$ cat config.mk
export PLATFORM = sky130hd
export DESIGN_NAME = sw_pattern_sched
export DESIGN_NICKNAME = d
export VERILOG_FILES = /design/src/rtl/sw_pattern_sched_pkg.sv /design/src/rtl/sw_pattern_sched_btn_debounce.sv /design/src/rtl/sw_pattern_sched.sv
export SDC_FILE = /design/constraint.sdc
export NUM_CORES = 1
export LEC_CHECK = 0
export ABC_AREA = 1
export CAP_MARGIN = 20
export CELL_PAD_IN_SITES_DETAIL_PLACEMENT = 1
export CELL_PAD_IN_SITES_GLOBAL_PLACEMENT = 1
export CORE_MARGIN = 2
export CORE_UTILIZATION = 48
export CTS_BUF_LIST = sky130_fd_sc_hd__clkbuf_8
export CTS_CLUSTER_DIAMETER = 200
export DETAILED_ROUTE_END_ITERATION = 7
export HOLD_SLACK_MARGIN = 0.06
export PLACE_DENSITY_LB_ADDON = 0.2
export SETUP_SLACK_MARGIN = 0.2
export SLEW_MARGIN = 10
export SYNTH_ARGS = -nofsm -noshare
export SYNTH_HDL_FRONTEND = slang
export SYNTH_SLANG_ARGS = --single-unit
export TNS_END_PERCENT = 20
$ cat constraint.sdc
create_clock -name CLK100MHZ -period 4.35 [get_ports CLK100MHZ]
set_input_delay 1.305 -clock CLK100MHZ [delete_from_list [all_inputs] [get_ports CLK100MHZ]]
set_output_delay 1.305 -clock CLK100MHZ [all_outputs]
set_load 0.05 [all_outputs]
$ cat src/rtl/sw_pattern_sched_pkg.sv
// Shared definitions for the switch/pattern input scheduler:
// state encodings, pattern width and the pattern advance helper.
package sw_pattern_sched_pkg;

   localparam int PAT_W = 8;

   localparam logic [1:0] S_PASS = 2'b00;
   localparam logic [1:0] S_RUN  = 2'b01;
   localparam logic [1:0] S_HOLD = 2'b10;
   localparam logic [1:0] S_DONE = 2'b11;

   // Pattern increment done in 9 bits so an overflow past LIMIT is visible
   // instead of silently wrapping.
   function automatic logic [8:0] pat_add(input logic [7:0] pat, input logic [8:0] step);
      return {1'b0, pat} + step;
   endfunction

endpackage

$ cat src/rtl/sw_pattern_sched_btn_debounce.sv
// Level debouncer for an already-synchronised button input. The level only
// follows din after din has differed from it for DEB_CYCLES consecutive
// cycles; rise pulses for one cycle when the level goes 0->1.
module btn_debounce
   import sw_pattern_sched_pkg::*;
#(
   parameter int DEB_CYCLES = 1_000_000
) (
   input  logic CLK100MHZ,
   input  logic RST,
   input  logic din,
   output logic level,
   output logic rise
);

   localparam int CNT_W = (DEB_CYCLES > 1) ? $clog2(DEB_CYCLES) : 1;
   localparam logic [CNT_W-1:0] CNT_MAX = CNT_W'(DEB_CYCLES - 1);

   logic [CNT_W-1:0] cnt_r;
   logic             level_r;
   logic             rise_r;

   // Count consecutive disagreeing cycles; accept the new level at the limit.
   always_ff @(posedge CLK100MHZ) begin
      if (RST) begin
         cnt_r   <= {CNT_W{1'b0}};
         level_r <= 1'b0;
         rise_r  <= 1'b0;
      end else if (din != level_r) begin
         if (cnt_r == CNT_MAX) begin
            cnt_r   <= {CNT_W{1'b0}};
            level_r <= din;
            rise_r  <= din;
         end else begin
            cnt_r   <= cnt_r + CNT_W'(1);
            rise_r  <= 1'b0;
         end
      end else begin
         cnt_r  <= {CNT_W{1'b0}};
         rise_r <= 1'b0;
      end
   end

   assign level = level_r;
   assign rise  = rise_r;

endmodule

$ cat src/rtl/sw_pattern_sched.sv
// Input scheduler for the 8-bit switch->LED datapath. Feeds the datapath
// either the live synchronised switches (PASS) or a stepping pattern
// (RUN auto-steps on a prescaler tick, HOLD single-steps on the step button).
// A pattern that would pass LIMIT stops the sweep in DONE without wrapping.
module sw_pattern_sched
   import sw_pattern_sched_pkg::*;
#(
   parameter int TICK_DIV   = 100_000_000,
   parameter int DEB_CYCLES = 1_000_000,
   parameter int STEP       = 2,
   parameter int LIMIT      = 255
) (
   input  logic             CLK100MHZ,
   input  logic             RST,
   input  logic [PAT_W-1:0] SW,
   input  logic             BTN_MODE,
   input  logic             BTN_STEP,
   output logic [PAT_W-1:0] DP_SW,
   input  logic [PAT_W-1:0] DP_LED,
   output logic [PAT_W-1:0] LED,
   output logic [1:0]       MODE,
   output logic             SWEEP_DONE
);

   localparam int PRE_W = $clog2(TICK_DIV);
   localparam logic [PRE_W-1:0] TICK_MAX = PRE_W'(TICK_DIV - 1);
   localparam logic [8:0]       STEP_B   = 9'(STEP);
   localparam logic [8:0]       LIMIT_B  = 9'(LIMIT);

   logic [PAT_W-1:0] sw_m_r, sw_s_r;
   logic [1:0]       btn_m_r, btn_s_r;     // {step, mode}
   logic             mode_lvl_s, step_lvl_s, mode_p_s, step_p_s;
   logic             btn_lvl_unused_s;
   logic [1:0]       state_r, state_nxt_s;
   logic [PAT_W-1:0] pattern_r, pattern_nxt_s;
   logic [PRE_W-1:0] presc_r;
   logic             tick_s;
   logic [8:0]       adv_s;
   logic             adv_ovf_s;
   logic [PAT_W-1:0] dp_sw_r, led_r;
   logic             sweep_done_r;

   // Two-flop synchronisers for the switches and both buttons.
   always_ff @(posedge CLK100MHZ) begin
      if (RST) begin
         sw_m_r  <= {PAT_W{1'b0}};
         sw_s_r  <= {PAT_W{1'b0}};
         btn_m_r <= 2'b00;
         btn_s_r <= 2'b00;
      end else begin
         sw_m_r  <= SW;
         sw_s_r  <= sw_m_r;
         btn_m_r <= {BTN_STEP, BTN_MODE};
         btn_s_r <= btn_m_r;
      end
   end

   btn_debounce #(.DEB_CYCLES(DEB_CYCLES)) u_deb_mode (
      .CLK100MHZ (CLK100MHZ),
      .RST       (RST),
      .din       (btn_s_r[0]),
      .level     (mode_lvl_s),
      .rise      (mode_p_s)
   );

   btn_debounce #(.DEB_CYCLES(DEB_CYCLES)) u_deb_step (
      .CLK100MHZ (CLK100MHZ),
      .RST       (RST),
      .din       (btn_s_r[1]),
      .level     (step_lvl_s),
      .rise      (step_p_s)
   );

   // Only the edge pulses drive the scheduler; debounced levels are spare.
   assign btn_lvl_unused_s = mode_lvl_s ^ step_lvl_s;

   assign tick_s = (state_r == S_RUN) && (presc_r == TICK_MAX);

   // Prescaler runs only in RUN, so the first tick lands TICK_DIV cycles after entry.
   always_ff @(posedge CLK100MHZ) begin
      if (RST) begin
         presc_r <= {PRE_W{1'b0}};
      end else if ((state_r != S_RUN) || tick_s) begin
         presc_r <= {PRE_W{1'b0}};
      end else begin
         presc_r <= presc_r + PRE_W'(1);
      end
   end

   // Next state / pattern; mode button outranks step button and tick.
   always_comb begin
      state_nxt_s   = state_r;
      pattern_nxt_s = pattern_r;
      adv_s         = pat_add(pattern_r, STEP_B);
      adv_ovf_s     = (adv_s > LIMIT_B);
      case (state_r)
         S_PASS: begin
            if (mode_p_s) begin
               state_nxt_s   = S_RUN;
               pattern_nxt_s = sw_s_r;
            end else begin
               state_nxt_s   = S_PASS;
            end
         end
         S_RUN: begin
            if (mode_p_s) begin
               state_nxt_s = S_HOLD;
            end else if (tick_s && adv_ovf_s) begin
               state_nxt_s = S_DONE;
            end else if (tick_s) begin
               pattern_nxt_s = adv_s[PAT_W-1:0];
            end else begin
               state_nxt_s = S_RUN;
            end
         end
         S_HOLD: begin
            if (mode_p_s) begin
               state_nxt_s = S_PASS;
            end else if (step_p_s && adv_ovf_s) begin
               state_nxt_s = S_DONE;
            end else if (step_p_s) begin
               pattern_nxt_s = adv_s[PAT_W-1:0];
            end else begin
               state_nxt_s = S_HOLD;
            end
         end
         S_DONE: begin
            if (mode_p_s) begin
               state_nxt_s = S_PASS;
            end else if (step_p_s) begin
               state_nxt_s   = S_RUN;
               pattern_nxt_s = {PAT_W{1'b0}};
            end else begin
               state_nxt_s = S_DONE;
            end
         end
         default: begin
            state_nxt_s   = S_PASS;
            pattern_nxt_s = {PAT_W{1'b0}};
         end
      endcase
   end

   // State, pattern and all board/datapath-facing output registers.
   always_ff @(posedge CLK100MHZ) begin
      if (RST) begin
         state_r      <= S_PASS;
         pattern_r    <= {PAT_W{1'b0}};
         dp_sw_r      <= {PAT_W{1'b0}};
         led_r        <= {PAT_W{1'b0}};
         sweep_done_r <= 1'b0;
      end else begin
         state_r      <= state_nxt_s;
         pattern_r    <= pattern_nxt_s;
         dp_sw_r      <= (state_r == S_PASS) ? sw_s_r : pattern_r;
         led_r        <= DP_LED;
         sweep_done_r <= (state_nxt_s == S_DONE);
      end
   end

   assign DP_SW      = dp_sw_r;
   assign LED        = led_r;
   assign MODE       = state_r;
   assign SWEEP_DONE = sweep_done_r;

endmodule
==> reports/qor.yml, run 1 <==
outcome: "finished clean"
die_w_um: 109
netlist_area_mm2: 0.00527
number_of_remaining_drc_errors: 0
dr_wl_met2_um: 6540
clk_root_buffer_cell: "clkbuf_8"
setup_repair_after_global_routing_missed_its_margin: "false"
critPathArrivalTime_ns: 1.65
wl_met1_um: 5530
crit_end_category: "output port"
worst-slew-pin-transition_ns: 0.796
critPathMaxFanout: 4
holdBufCountCts: 0
detail_route.first_pass.iterations: 4
synthTopCellsByCount: "inv_1 (123), nand2_1 (121), dfxtp_1 (118)"
clkLatencyLatePin_ns: 0.43
antennaDiodeCount: 0
grt_pass1_vias: 4795
p_comb_share_pct: 3.7
overflow: 0
clkSinkCount: 118
netlist_top_cells_area: "dfxtp_1 (45%), inv_1 (8.8%), nand2_1 (8.6%)"
area_delta_synth_final_pct: 17.0
vias_per_cell: 5.05
avgRoutedWirePerCell_um: 13.9
internal_power_mw: 1.71
routed-wl-met3_um: 393
largest_net_degree_at_the_start_of_global_routing: 44
synth.largest_area_cell: "dfxtp_1"
timing.hold.worst.class: "register to register"
ys.warnings.count: 0
critical_path_buf_inv_count: 1
setup_violations: 0
power.share.switching_pct: 21.8
dp_hpwl_um: 8970
cts-htree-levels: 4
place.port_buffers: 38
leakage_nw: 2.32
cp_cell_sequence: "clkdlybuf4s50_1"
synth.distinct_cells: 43
via_count: 4574
die_h_um: 109
grt_pass1_wl_um: 21600
slew_headroom_pct: 46.8
critical-path-max-stage-delay_ns: 0.83
dr.first_iter.drc_count: 158
timing_worst_setup_path_type: "register to output port"
pwr-share-seq_pct: 50.3
postSynth.asyncResetShare_pct: 0
post-cts-setup-buffer-count: 0
fin_skew_ns: 0.0102
groute.usage.overall_pct: 22.9
initial_utilization_pct: 48.8
tns_ns: 0
grt_antenna_before_repair: 0
total_nets_after_synthesis: 738
route.top_layer_used: "met4"
clock_path_buffers: 2
whs_ns: 0.401
syn_inst: 709
nNetsFinal: 784
postRouteAntennaNets: 0
drive_gt1_share_pct: 8.75
synthDominantCellAreaShare_pct: 44.9
power_switching_mw: 0.478
syn-mean-instance-area_um2: 7.43
critical_path.startpoint_type: "register"
overall_die_area_mm2: 0.0118
clock_buffers_created_by_tritoncts: 17
clock_tree_from_tritoncts: "built"
top_level_ports: 39
maxCapViolCount: 0
critical_path.top_delay_family: "buffers and inverters"
ys_seq_elements: 118
hold_viol: 0
synth.most_common_cell: "inv_1"
placementRows: 38
max_clock_freq_ghz: 0.339
final_clock_period_utilization_by_the_worst_path_pct: 67.9
gp_congestion: 0.822
vdd_drop_max_v: 0.000268
power_per_cell_area_mw_per_mm2: 355
routed_wire_length_um: 12600
synth_enable_flop_cells: 0
pwr-share-clk_pct: 46.0
final_max_slew_viol_count: 0
post_cts_resize_count: 0
core_area_mm2: 0.0108
synth_top_flop_cell: "dfxtp_1"
timing.critical_path.slowest_stage_cell: "clkdlybuf4s50_1"
clkTransAtPathRegs_ns: 0.07
crit_required_ns: 3.04
synth_seq_area_share_pct: 44.9
period_minus_slack_ns: 2.95
## logic make-up after synthesis
| logic type | synth area share, % |
|---|---|
| XOR/XNOR | 2.99 |
| adder cells (fa/ha/maj) | 2.14 |
| buffers and inverters | 10.0 |
| AO/OA/AOI/OAI | 7.49 |
| AND/OR/NAND/NOR | 32.5 |
| flip-flops | 44.9 |
## stage by stage
step	setup slack, ns	util (%)	area (um^2)	instances	power, mW
finish	1.40	57.1	6160	906	2.19
global route	1.31	57.1	6160	906	2.27
CTS	1.36	57.1	6160	906	2.21
detailed placement	1.54	53.4	5760	876	1.21
global placement	1.57	53.4	5760	876	1.20
floorplan	1.93	-	5270	709	1.17
## power groups by stage
stage          logic, mW  registers [mW]  clock network [mW]
5_1_grt           0.0874            1.10                1.08
3_3_place_gp      0.0780            1.12                   0
2_1_floorplan     0.0249            1.14                   0
6_report          0.0809            1.10                1.01
3_5_place_dp      0.0810            1.12                   0
4_1_cts           0.0818            1.10                1.03
## sequential cells by signal, summed over array words and instances (netlist names)
register,count
presc_r,27
btn_s_r,2
u_deb_step.cnt_r,20
btn_m_r,2
LED,8
u_deb_mode.cnt_r,20
pattern_r,8
SWEEP_DONE,1
MODE,2
u_deb_mode.rise,1
DP_SW,8
u_deb_step.rise,1
sw_m_r,8
u_deb_mode.level,1
u_deb_step.level,1
sw_s_r,8
## metal layers
metal | GRT usage (%) | vias up
li1 | - | 2330
met1 | 25.9 | 2179
met2 | 41.9 | 50
met3 | 6.93 | 15
met4 | 6.04 | 0
met5 | 0 | -
## worst reg2reg max path: stages (launching register included)
cell and delay [ns]:
dfxtp_1 0.38, ha_1 0.19, nand2_1 0.07, nor2_1 0.12
inv_1 0.08, nor2_1 0.12, nand2_1 0.12, nor2_1 0.15
nand4_1 0.16, nand3_1 0.60, a21oi_1 0.09, o21a_1 0.14
## layout make-up
type	count	area, um^2
Fill cell	1352	4630
Multi-Input combinational cell	455	2380
Sequential cell	118	2360
Inverter	124	465
Timing Repair Buffer	39	383
Clock buffer	19	262
Tap cell	140	175
Clock inverter	11	136
## worst paths after layout
path / start / endpoint / slack [ns] / cells past startpoint
setup reg to reg: u_deb_step.cnt_r[0] / u_deb_step.cnt_r[3] / 2.03 / 11
hold / removal: sw_m_r[0] / sw_s_r[0] / 0.40 / 2
setup / recovery: MODE[0] / MODE[0] / 1.40 / 1
hold reg to reg: sw_m_r[0] / sw_s_r[0] / 0.40 / 2
## placed cells by master (no fill, tap or decap), drive strengths merged
cell             n
dfxtp          118
ha               9
buf              2
nor3            28
inv            126
clkinv           2
o22ai            8
a21oi           34
nand3           26
nor2           124
clkdlybuf4s50   37
and3             3
nor4            10
o32ai            1
clkbuf          19
o211a            1
xnor2            4
or2              5
nand4           17
clkinvlp         4
xor2            14
o31ai            2
nor3b           12
a21o             1
nor4b            2
o21ai           22
and3b            1
o21bai           1
nand2          127
bufinv           3
nand2b           1
o21a             2
Power figures use the tool's default switching activity.
==> inputs of run 2 (changes only) <==
CORE_UTILIZATION = 45   (was 48)
clock period = 3.1 ns   (was 4.35 ns; I/O delays follow)
==> run 2 against run 1 <==
First-iteration DRC count grew 15%. Flip-flop and latch count unchanged. Register-to-register slack got worse by 1.2 ns. Cell count up 0.55%. Setup slack worse by 0.89 ns. Die area up 6.4%. Clock power rose by 41%. Total power is 41% higher. Critical endpoint is now MODE[1]. Combinational power rose by 42%. Clock skew is 0.0023 ns lower. Largest power group unchanged. Utilization down 3.0 points.
==> reports/qor.yml, run 2 (synthesis results as in run 1) <==
critical_path.startpoint_type: "register"
clk_root_buffer_cell: "clkbuf_8"
routed_wire_length_um: 12500
cts-htree-levels: 4
largest_reg_flops: 27
setup_repair_after_global_routing_missed_its_margin: "false"
clkSinkCount: 118
area_delta_synth_final_pct: 17.3
crit_end_category: "output port"
largest_net_degree_at_the_start_of_global_routing: 43
final_cell_count_no_fill: 911
critical_path_buf_inv_count: 1
clock_tree_from_tritoncts: "built"
avgRoutedWirePerCell_um: 13.8
top_library_cells_by_usage_in_the_layout_fill_and_taps_aside: "inv_1 (125), nand2_1 (121), dfxtp_1 (118), nor2_1 (109), clkdlybuf4s50_1 (37)"
max_clock_freq_ghz: 0.385
outcome: "finished clean"
dp_hpwl_um: 9190
clkLatencyLatePin_ns: 0.44
setup_violations: 0
critPathMaxFanout: 4
timing.critical_path.slowest_stage_cell: "clkdlybuf4s50_1"
filler_cell_count: 1459
crit_required_ns: 2.17
antennaDiodeCount: 0
numPlacedInstances: 881
clock_path_buffers: 2
critical-path-max-stage-delay_ns: 0.84
tns_ns: 0
via_count: 4590
top_level_ports: 39
overall_die_area_mm2: 0.0126
postRouteAntennaNets: 0
grt_pass1_wl_um: 22000
hold_viol: 0
vdd_drop_max_v: 0.000369
clkTransAtPathRegs_ns: 0.07
leakage_nw: 2.33
critical_path.top_delay_family: "buffers and inverters"
gp_congestion: 0.862
dr.first_iter.drc_count: 181
grt_antenna_before_repair: 0
regMostFlops: "presc_r"
largest_registers: "presc_r x27, u_deb_mode.cnt_r x20, u_deb_step.cnt_r x20"
grt_pass1_vias: 4921
vias_per_cell: 5.04
number_of_remaining_drc_errors: 0
critPathArrivalTime_ns: 1.67
cp_cell_sequence: "clkdlybuf4s50_1"
multi_input_comb_area_mm2: 0.00238
overflow: 0
drive_gt1_share_pct: 9.11
nNetsFinal: 786
timing.hold.worst.class: "register to register"
slew_headroom_pct: 57.7
initial_utilization_pct: 46.1
report.power.total_mw: 3.08
placementRows: 39
post_cts_resize_count: 0
place.port_buffers: 38
final_common_cell: "inv_1"
regArea_mm2: 0.00236
groute.usage.overall_pct: 21.4
die_h_um: 112
core_area_mm2: 0.0114
clock_buffers_created_by_tritoncts: 17
worst-slew-pin-transition_ns: 0.634
maxCapViolCount: 0
final_clock_period_utilization_by_the_worst_path_pct: 83.8
timing_worst_setup_path_type: "register to output port"
fin_skew_ns: 0.00791
power_per_cell_area_mw_per_mm2: 499
holdBufCountCts: 0
die_w_um: 112
final_max_slew_viol_count: 0
post-cts-setup-buffer-count: 0
period_minus_slack_ns: 2.60
detail_route.first_pass.iterations: 4
-- run 2: cell count changes in the layout (fill, tap and decap cells not counted) --
cell,previous run,this run
buf_4,1,3
clkinvlp_4,4,3
clkinv_2,1,3
inv_1,126,125
-- run 2: stage by stage --
stage / cell area [um^2] / utilization [%] / worst slack [ns] / hold slack (ns)
finish: 6180 / 54.1 / 0.503 / 0.405
global route: 6180 / 54.1 / 0.440 / 0.422
CTS: 6180 / 54.1 / 0.466 / 0.408
detailed placement: 5780 / 50.6 / 0.758 / 0.398
global placement: 5780 / 50.6 / 0.946 / 0.391
floorplan: 5270 / - / 1.02 / 0.388
-- run 2: where the power goes --
part           internal (mW)  switching [mW]
Clock                  0.817           0.605
Sequential              1.54         0.00731
Combinational         0.0472          0.0677
Total                   2.40           0.680
-- run 2: routing by layer --
layer	share of wire, %	global-route usage [%]
met1	43	23.5
met4	1.9	9.67
met5	0	0
met3	2.7	5.45
met2	52	38.8
-- run 2: final cells by class --
class	count	area share, %
clock buffer	19	4.23
inverter	124	7.53
sequential	118	38.2
tap	143	2.90
multi-input combinational	455	38.5
clock inverter	11	2.19
timing repair buffer	41	6.44
-- run 2: worst paths after layout --
path / startpoint / end / slack (ns) / cells after the start
worst max-delay path: MODE[1] / MODE[1] / 0.50 / 1
worst min-delay path: btn_m_r[1] / btn_s_r[1] / 0.40 / 2
worst max register to register: u_deb_step.cnt_r[0] / u_deb_step.cnt_r[3] / 0.83 / 12
worst min register to register: btn_m_r[1] / btn_s_r[1] / 0.40 / 2
